## config.mk

```make
export PLATFORM = sky130hd
export DESIGN_NAME = decode_queue_flat
export DESIGN_NICKNAME = d
export VERILOG_FILES = /design/src/rtl/decode_queue_pkg.sv /design/src/rtl/decode_queue_if.sv /design/src/rtl/decode_queue_lane.sv /design/src/rtl/decode_queue.sv /design/src/flat_wrapper.sv
export SDC_FILE = /design/constraint.sdc
export NUM_CORES = 2
export LEC_CHECK = 0
export CORE_ASPECT_RATIO = 0.8
export CORE_MARGIN = 2
export CORE_UTILIZATION = 29
export CTS_CLUSTER_SIZE = 30
export DETAILED_ROUTE_END_ITERATION = 8
export HOLD_SLACK_MARGIN = 0.06
export PLACE_DENSITY = 0.46
export SLEW_MARGIN = 20
export SYNTH_ARGS = -nofsm -noshare
export SYNTH_HDL_FRONTEND = slang
export SYNTH_HIERARCHICAL = 1
export SYNTH_SLANG_ARGS = --single-unit
```

## constraint.sdc

```tcl
create_clock -name clock -period 14.4 [get_ports clock]
set_input_delay 2.16 -clock clock [delete_from_list [all_inputs] [get_ports clock]]
set_output_delay 2.16 -clock clock [all_outputs]
set_load 0.1 [all_outputs]
```

## src/rtl/decode_queue_pkg.sv

```systemverilog
// Shared decode definitions: opcodes, type indices, branch/load encodings and the
// decoded_t entry that flows from the lanes through the queue.
package definitions;

  localparam logic [6:0] OP_REG    = 7'h33;
  localparam logic [6:0] OP_IMM    = 7'h13;
  localparam logic [6:0] OP_LOAD   = 7'h03;
  localparam logic [6:0] OP_STORE  = 7'h23;
  localparam logic [6:0] OP_BRANCH = 7'h63;
  localparam logic [6:0] OP_JAL    = 7'h6F;
  localparam logic [6:0] OP_JALR   = 7'h67;
  localparam logic [6:0] OP_LUI    = 7'h37;
  localparam logic [6:0] OP_AUIPC  = 7'h17;

  // Bit positions inside the one-hot instr_type vector.
  localparam int DO_REG    = 0;
  localparam int DO_IMM    = 1;
  localparam int DO_JAL    = 2;
  localparam int DO_JALR   = 3;
  localparam int DO_BRANCH = 4;
  localparam int DO_LOAD   = 5;
  localparam int DO_STORE  = 6;
  localparam int DO_LUI    = 7;
  localparam int DO_AUIPC  = 8;
  localparam int NUM_TYPES = 9;

  localparam logic [5:0] EQ_MASK  = 6'b000001;
  localparam logic [5:0] NE_MASK  = 6'b000010;
  localparam logic [5:0] LT_MASK  = 6'b000100;
  localparam logic [5:0] GE_MASK  = 6'b001000;
  localparam logic [5:0] LTU_MASK = 6'b010000;
  localparam logic [5:0] GEU_MASK = 6'b100000;

  localparam logic [2:0] LD_BYTE  = 3'b001;
  localparam logic [2:0] LD_HWORD = 3'b010;
  localparam logic [2:0] LD_WORD  = 3'b100;

  // funct3 bit that marks LBU/LHU.
  localparam int LOAD_UNSIGNED_BIT = 2;

  typedef struct packed {
    logic [31:0]          pc;
    logic [4:0]           rs1;
    logic [4:0]           rs2;
    logic [4:0]           rd;
    logic [31:0]          imm;
    logic [NUM_TYPES-1:0] instr_type;
    logic                 add_or_sub;
    logic [5:0]           branch_type;
    logic [2:0]           load_type;
    logic                 load_unsigned;
    logic                 illegal;
  } decoded_t;

endpackage

```

## src/rtl/decode_queue_if.sv

```systemverilog
// Fetch-side and register-read-side handshake bundle of the decode queue.
interface decode_queue_if #(
  parameter int LANES = 2,
  parameter int DEPTH = 8
);
  import definitions::*;

  localparam int CW = $clog2(DEPTH + 1);

  logic                  in_valid;
  logic                  in_ready;
  logic [31:0]           in_pc;
  logic [LANES-1:0][31:0] in_lines;
  logic [LANES-1:0]      in_mask;
  logic                  out_valid;
  logic                  out_ready;
  decoded_t              out_entry;
  logic                  flush;
  logic [CW-1:0]         count;

  modport master (
    output in_valid, in_pc, in_lines, in_mask, out_ready, flush,
    input  in_ready, out_valid, out_entry, count
  );

  modport slave (
    input  in_valid, in_pc, in_lines, in_mask, out_ready, flush,
    output in_ready, out_valid, out_entry, count
  );

endinterface

```

## src/rtl/decode_queue_lane.sv

```systemverilog
// Combinational RV32I decoder for a single fetch lane: word + pc -> decoded_t.
module decode_lane
  import definitions::*;
(
  input  logic [31:0] line_i,
  input  logic [31:0] pc_i,
  output decoded_t    entry_o
);

  logic [6:0]  opcode;
  logic [2:0]  funct3;
  logic [31:0] imm_i, imm_s, imm_b, imm_j, imm_u;

  assign opcode = line_i[6:0];
  assign funct3 = line_i[14:12];
  assign imm_i  = {{20{line_i[31]}}, line_i[31:20]};
  assign imm_s  = {{20{line_i[31]}}, line_i[31:25], line_i[11:7]};
  assign imm_b  = {{19{line_i[31]}}, line_i[31], line_i[7], line_i[30:25], line_i[11:8], 1'b0};
  assign imm_j  = {{11{line_i[31]}}, line_i[31], line_i[19:12], line_i[20], line_i[30:21], 1'b0};
  assign imm_u  = {line_i[31:12], 12'b0};

  always_comb begin
    // NOTE: the whole struct gets a default first, so no decode path can infer a latch.
    entry_o     = '0;
    entry_o.pc  = pc_i;
    entry_o.rs1 = line_i[19:15];
    entry_o.rs2 = line_i[24:20];
    entry_o.rd  = line_i[11:7];
    case (opcode)
      OP_REG: begin
        entry_o.instr_type[DO_REG] = 1'b1;
        entry_o.add_or_sub         = (line_i[31:25] == 7'h20);
      end
      OP_IMM:   begin entry_o.instr_type[DO_IMM]   = 1'b1; entry_o.imm = imm_i; end
      OP_JAL:   begin entry_o.instr_type[DO_JAL]   = 1'b1; entry_o.imm = imm_j; end
      OP_JALR:  begin entry_o.instr_type[DO_JALR]  = 1'b1; entry_o.imm = imm_i; end
      OP_STORE: begin entry_o.instr_type[DO_STORE] = 1'b1; entry_o.imm = imm_s; end
      OP_LUI:   begin entry_o.instr_type[DO_LUI]   = 1'b1; entry_o.imm = imm_u; end
      OP_AUIPC: begin entry_o.instr_type[DO_AUIPC] = 1'b1; entry_o.imm = imm_u; end
      OP_BRANCH: begin
        entry_o.instr_type[DO_BRANCH] = 1'b1;
        entry_o.imm                   = imm_b;
        case (funct3)
          3'd0:    entry_o.branch_type = EQ_MASK;
          3'd1:    entry_o.branch_type = NE_MASK;
          3'd4:    entry_o.branch_type = LT_MASK;
          3'd5:    entry_o.branch_type = GE_MASK;
          3'd6:    entry_o.branch_type = LTU_MASK;
          3'd7:    entry_o.branch_type = GEU_MASK;
          default: entry_o.illegal     = 1'b1;
        endcase
      end
      OP_LOAD: begin
        entry_o.instr_type[DO_LOAD] = 1'b1;
        entry_o.imm                 = imm_i;
        case (funct3)
          3'd0, 3'd4: begin
            entry_o.load_type     = LD_BYTE;
            entry_o.load_unsigned = funct3[LOAD_UNSIGNED_BIT];
          end
          3'd1, 3'd5: begin
            entry_o.load_type     = LD_HWORD;
            entry_o.load_unsigned = funct3[LOAD_UNSIGNED_BIT];
          end
          3'd2:    entry_o.load_type = LD_WORD;
          default: entry_o.illegal   = 1'b1;
        endcase
      end
      default: entry_o.illegal = 1'b1;
    endcase
  end

endmodule

```

## src/rtl/decode_queue.sv

```systemverilog
// Multi-lane decode stage: decodes each fetch lane, compacts valid lanes in program
// order into a DEPTH-entry FIFO and drains one entry per cycle to register read.
module decode_queue
  import definitions::*;
#(
  parameter int LANES = 2,
  parameter int DEPTH = 8
) (
  input logic         clock,
  input logic         reset,
  decode_queue_if.slave bus
);

  localparam int PW = $clog2(DEPTH);
  localparam int CW = $clog2(DEPTH + 1);
  localparam logic [CW-1:0] READY_MAX = CW'(DEPTH - LANES);

  decoded_t      lane_dec [LANES];
  decoded_t      mem_q    [DEPTH];
  logic [PW-1:0] lane_off [LANES];
  logic [PW-1:0] wr_ptr_q, wr_ptr_d;
  logic [PW-1:0] rd_ptr_q, rd_ptr_d;
  logic [CW-1:0] count_q, count_d;
  logic [CW-1:0] pushed;
  logic          push, pop;

  for (genvar i = 0; i < LANES; i++) begin : g_lane
    decode_lane u_lane (
      .line_i  (bus.in_lines[i]),
      .pc_i    (bus.in_pc + 32'(4 * i)),
      .entry_o (lane_dec[i])
    );
  end

  // Each lane's slot offset is the number of enabled lanes below it.
  always_comb begin
    pushed = '0;
    for (int i = 0; i < LANES; i++) begin
      lane_off[i] = PW'(pushed);
      pushed      = pushed + CW'(bus.in_mask[i]);
    end
  end

  assign bus.in_ready  = !reset && (count_q <= READY_MAX);
  assign bus.out_valid = (count_q != '0);
  assign bus.out_entry = mem_q[rd_ptr_q];
  assign bus.count     = count_q;

  assign push = bus.in_valid && bus.in_ready;
  assign pop  = bus.out_valid && bus.out_ready;

  always_comb begin
    wr_ptr_d = wr_ptr_q;
    rd_ptr_d = rd_ptr_q;
    count_d  = count_q;
    if (bus.flush) begin
      wr_ptr_d = '0;
      rd_ptr_d = '0;
      count_d  = '0;
    end else begin
      if (push) wr_ptr_d = wr_ptr_q + PW'(pushed);
      if (pop)  rd_ptr_d = rd_ptr_q + PW'(1);
      count_d = count_q + (push ? pushed : '0) - CW'(pop);
    end
  end

  always_ff @(posedge clock) begin
    // NOTE: non-blocking assignments so every register samples pre-edge values.
    if (reset) begin
      wr_ptr_q <= '0;
      rd_ptr_q <= '0;
      count_q  <= '0;
    end else begin
      wr_ptr_q <= wr_ptr_d;
      rd_ptr_q <= rd_ptr_d;
      count_q  <= count_d;
    end
  end

  // NOTE: storage is deliberately not reset; count and pointers alone say which slots are live.
  always_ff @(posedge clock) begin
    if (push && !bus.flush) begin
      for (int i = 0; i < LANES; i++) begin
        if (bus.in_mask[i]) mem_q[wr_ptr_q + lane_off[i]] <= lane_dec[i];
      end
    end
  end

endmodule

```

## src/flat_wrapper.sv

```systemverilog
// flat-port wrapper written by rule: the top's interface ports become plain ports
module decode_queue_flat import definitions::*;
#(
  parameter int LANES = 2,
  parameter int DEPTH = 8
)
  (clock, reset, bus_in_valid, bus_in_pc, bus_in_lines, bus_in_mask, bus_out_ready, bus_flush, bus_in_ready, bus_out_valid, bus_out_entry, bus_count);
  decode_queue_if #(.LANES(LANES), .DEPTH(DEPTH)) bus_i ();
  input logic clock;
  input logic reset;
  input wire logic [$bits(bus_i.in_valid)-1:0] bus_in_valid;
  input wire logic [$bits(bus_i.in_pc)-1:0] bus_in_pc;
  input wire logic [$bits(bus_i.in_lines)-1:0] bus_in_lines;
  input wire logic [$bits(bus_i.in_mask)-1:0] bus_in_mask;
  input wire logic [$bits(bus_i.out_ready)-1:0] bus_out_ready;
  input wire logic [$bits(bus_i.flush)-1:0] bus_flush;
  output wire logic [$bits(bus_i.in_ready)-1:0] bus_in_ready;
  output wire logic [$bits(bus_i.out_valid)-1:0] bus_out_valid;
  output wire logic [$bits(bus_i.out_entry)-1:0] bus_out_entry;
  output wire logic [$bits(bus_i.count)-1:0] bus_count;
  assign bus_i.in_valid = bus_in_valid;
  assign bus_i.in_pc = bus_in_pc;
  assign bus_i.in_lines = bus_in_lines;
  assign bus_i.in_mask = bus_in_mask;
  assign bus_i.out_ready = bus_out_ready;
  assign bus_i.flush = bus_flush;
  assign bus_in_ready = bus_i.in_ready;
  assign bus_out_valid = bus_i.out_valid;
  assign bus_out_entry = bus_i.out_entry;
  assign bus_count = bus_i.count;
  decode_queue #(.LANES(LANES), .DEPTH(DEPTH)) u_core (.clock(clock), .reset(reset), .bus(bus_i));
endmodule
```

==> flow_summary_export.csv <==
group,metric,value,unit
die,die_w,438,um
timing,rsz0062_at_grt,"false",
setup_path,r2r_slack,9.62,ns
routing,wl_per_cell,30.2,um
cells_and_area,area_delta_synth_final,14.5,%
timing,hold_violations,0,
clock_network,ctsHoldBuffers,0,
setup_path,crit_end,"bus_out_entry[11]",
setup_path,path_buf_inv,3,
cells_and_area,fill_cells,14300,
outcome,status,"finished clean",
hold_path,holdCritPathClass,"reg -> reg",
power,p_leak,17.4,nW
global_route,grt_pass1_wl,202000,um
synth,synth_edf_count,800,
timing,worst_clock_skew,0.0340,ns
synth,async_reset_ff_share,0,%
placed_design,place_ws,7.17,ns
synth,yosys_warnings,6,
die,coreArea,150000,um2
routing,wirelength,143000,um
cells_and_area,multi_input_area,17500,um2
power,pwr-share-clk,41.0,%
routing,route.vias.total,24400,
synth,syn_inst,2549,
die,rows,127,
setup_path,criticalPathCategory,"reg -> out",
timing,slew_viol_final,0,
global_route,grt_pass1_vias,26200,
synth,synth_area,43700,um2
setup_path,cp.depth,5,
setup_path,worst-r2r-cell-count,8,
setup_path,timing.rr.end,"u_core/mem_q[7][82]",
global_route,grt_use_total,18.3,%
setup_path,cpPeakStageDelay,1.04,ns
timing,fin_ws,6.67,ns
power,netSwitchingFraction,27.3,%
global_route,grt_overflow,0,
power,power_frac_seq,43.6,%
synth,synth_cell_types,56,
cells_and_area,drive_above_1_share,47.8,%
clock_network,cts_tree,"yes",
routing,drt-initial-drc-count,2021,
setup_path,arrival,5.57,ns
die,start_util,29.2,%
job,max_cap_violations,0,
setup_path,worstReg2RegStart,"u_core/bus.count[3]",
routing,vias_per_cell,5.18,
clock_network,clock_latency,0.70,ns
timing,worst_slew_pin_slew,1.17,ns
synth,syn_area_per_cell,17.1,um2
setup_path,worst_path_most_repeated_cell,"buf_4",
timing,final-setup-viol-count,0,
clock_network,cts_setup_buffers,0,
setup_path,cp-end-kind,"primary output",
setup_path,path_delay_family,"buffers and inverters",
placed_design,place_area,46800,um2
power,power_density,121,nW/um2
global_route,antenna_found_initial,7,
setup_path,cp_data_required_time,12.24,ns
routing,antenna_left,0,
power,cellInternalPower,4.40,mW
die,top_level_ports,209,
global_route,grt_max_degree,101,
setup_path,slowest_stage,"clkdlybuf4s50_1",
timing,finalCriticalPeriod,7.73,ns
cells_and_area,regArea,24300,um2
routing,drc,0,
setup_path,start_kind,"register",
setup_path,crit_chain,"buf_4, buf_4, mux4_2, mux2_2, clkdlybuf4s50_1",
setup_path,worst-path-max-fanout,47,
routing,firstDrtPassIters,5,
clock_network,path_clk_slew,0.05,ns
timing,fin_crit_sh,53.7,%
die,die_area,154000,um2
synth,dominantRegCellSynth,"edfxtp_1",
die,die_y,351,um
clock_network,cts-root-buf,"clkbuf_16",
power,peakVddDrop,81.5,uV
placed_design,place_hpwl,79500,um
timing,relSlewSlack,21.9,%
synth,seq_area_frac_synth,55.6,%
timing,finalSetupTns,0,ns
clock_network,ctsResizeCount,0,
placed_design,place_congestion,0.797,
synth,synth-seq-cells,813,
power,p_switching,1.66,mW
synth,syn-num-nets,2667,
clock_network,cts.sinks,813,
placed_design,port_buffers,208,
clock_network,h-tree-depth,3,
power,p_comb_share,15.4,%
cells_and_area,design_area,50000,um2
clock_network,numCtsBuffers,96,
cells_and_area,nNetsFinal,2757,
clock_network,clockBufferDepth,3,
timing,clock.fmax,129,MHz
==> synth_stat cells, drive strengths merged (2+ instances only) <==
master    n  area (um2)
a21boi    3        26.3
a21o     39         293
a21oi     5        25.0
a221oi    2        17.5
a22o     12         105
and2     20         125
and3     14        97.6
and3b     4        35.0
and4      5        43.8
buf     220        1820
clkbuf   39         146
dfxtp    13         260
edfxtp  800       24000
fa        2        40.0
ha       13         163
inv      26        97.6
mux2    900       10500
mux4    200        4500
nand2    37         139
nand2b    6        37.5
nand3    27         148
nand3b   11        82.6
nand4    10        62.6
nor2     44         165
nor2b     6        37.5
nor3     14        70.1
nor3b     2        15.0
nor4      8        56.3
o211ai    2        15.0
o21a      4        30.0
o21ai     5        25.0
o21bai    4        30.0
o22ai     2        12.5
o31ai     4        30.0
or2       3        18.8
or3b      2        17.5
xnor2    26         228
xor2      8        70.1
==> worst min path at each step <==
stage                  startpoint       end  slack (ns)  cells past startpoint
6_report       u_core/rd_ptr_q[1]  register        0.49                      2
5_1_grt        u_core/rd_ptr_q[1]  register        0.54                      2
4_1_cts        u_core/rd_ptr_q[1]  register        0.50                      2
3_5_place_dp   u_core/rd_ptr_q[1]  register        0.49                      2
3_3_place_gp   u_core/rd_ptr_q[1]  register        0.47                      2
2_1_floorplan  u_core/rd_ptr_q[1]  register        0.45                      2
==> cells by family (layout without fill, tap and decap cells) <==
group	count (synthesis)	count (layout)	share of synthesized area, %
and+or+nand+nor	215	215	2.68
adders and majority gates	15	15	0.464
xor gates and xnor gates	34	34	0.682
buffers and inverters	285	452	4.73
DFF	813	813	55.6
other	0	8	0
AOI/OAI and AO/OA	86	86	1.47
muxes	1101	1101	34.4
==> stage by stage <==
step	power (mW)	util, %	hold slack (ns)	instances
2_1_floorplan	3.39	-	0.454	2549
3_3_place_gp	3.62	31.3	0.467	4540
3_5_place_dp	3.63	31.3	0.492	4540
4_1_cts	6.13	33.4	0.501	4715
5_1_grt	6.25	33.4	0.536	4720
6_report	6.06	33.4	0.494	4723
==> placed cells by master (no fill, tap or decap), types with 8 or more instances in the layout <==
cell	n
a21o_1	39
a22o_1	12
and2_1	20
and3_1	10
buf_4	36
bufinv_16	12
clkbuf_1	16
clkbuf_16	98
clkdlybuf4s50_1	207
clkinv_1	27
clkinv_2	10
dfxtp_1	10
diode_2	8
edfxtp_1	800
ha_1	13
inv_1	26
mux2_2	801
mux2_4	99
mux4_2	200
nand2_1	37
nand3_1	25
nand3b_1	11
nand4_1	10
nor2_1	43
nor3_1	14
xnor2_1	26
xor2_1	8
==> final cells by class <==
| class | count | share of cell area [%] |
|---|---|---|
| Clock buffer | 114 | 5.02 |
| Tap cell | 1999 | 5.00 |
| Antenna cell | 8 | 0.0400 |
| Clock inverter | 61 | 1.30 |
| Timing Repair Buffer | 251 | 4.97 |
| Multi-Input combinational cell | 1451 | 34.9 |
| Inverter | 26 | 0.195 |
| Sequential cell | 813 | 48.6 |
==> tightest hold or removal path: cells and delay by family (launching register included) <==
kind             cells  cell delay [ns]
AND/OR/NAND/NOR      1             0.05
AO/OA/AOI/OAI        1             0.08
flip-flops           1             0.31
==> state kept, by name, summed over array words and instances (netlist names), named ones only <==
name	flops
u_core/mem_q	800
u_core/rd_ptr_q	3
u_core/wr_ptr_q	3
u_core/bus.count	4
==> per-layer routing <==
| metal | vias up | share of wire [%] | GRT usage [%] |
|---|---|---|---|
| li1 | 10300 | - | - |
| met1 | 13300 | 44 | 24.3 |
| met2 | 579 | 50 | 31.5 |
| met3 | 184 | 3.8 | 2.49 |
| met4 | 0 | 2.2 | 4.57 |
| met5 | - | 0 | 0 |
==> power groups by stage <==
stage	sequential, mW	clock, mW	combinational [mW]
floorplan	2.70	0	0.691
global placement	2.69	0	0.936
detailed placement	2.69	0	0.943
CTS	2.64	2.54	0.947
global route	2.64	2.62	0.980
finish	2.64	2.48	0.933
No activity file was read; power rests on OpenSTA's default activity.
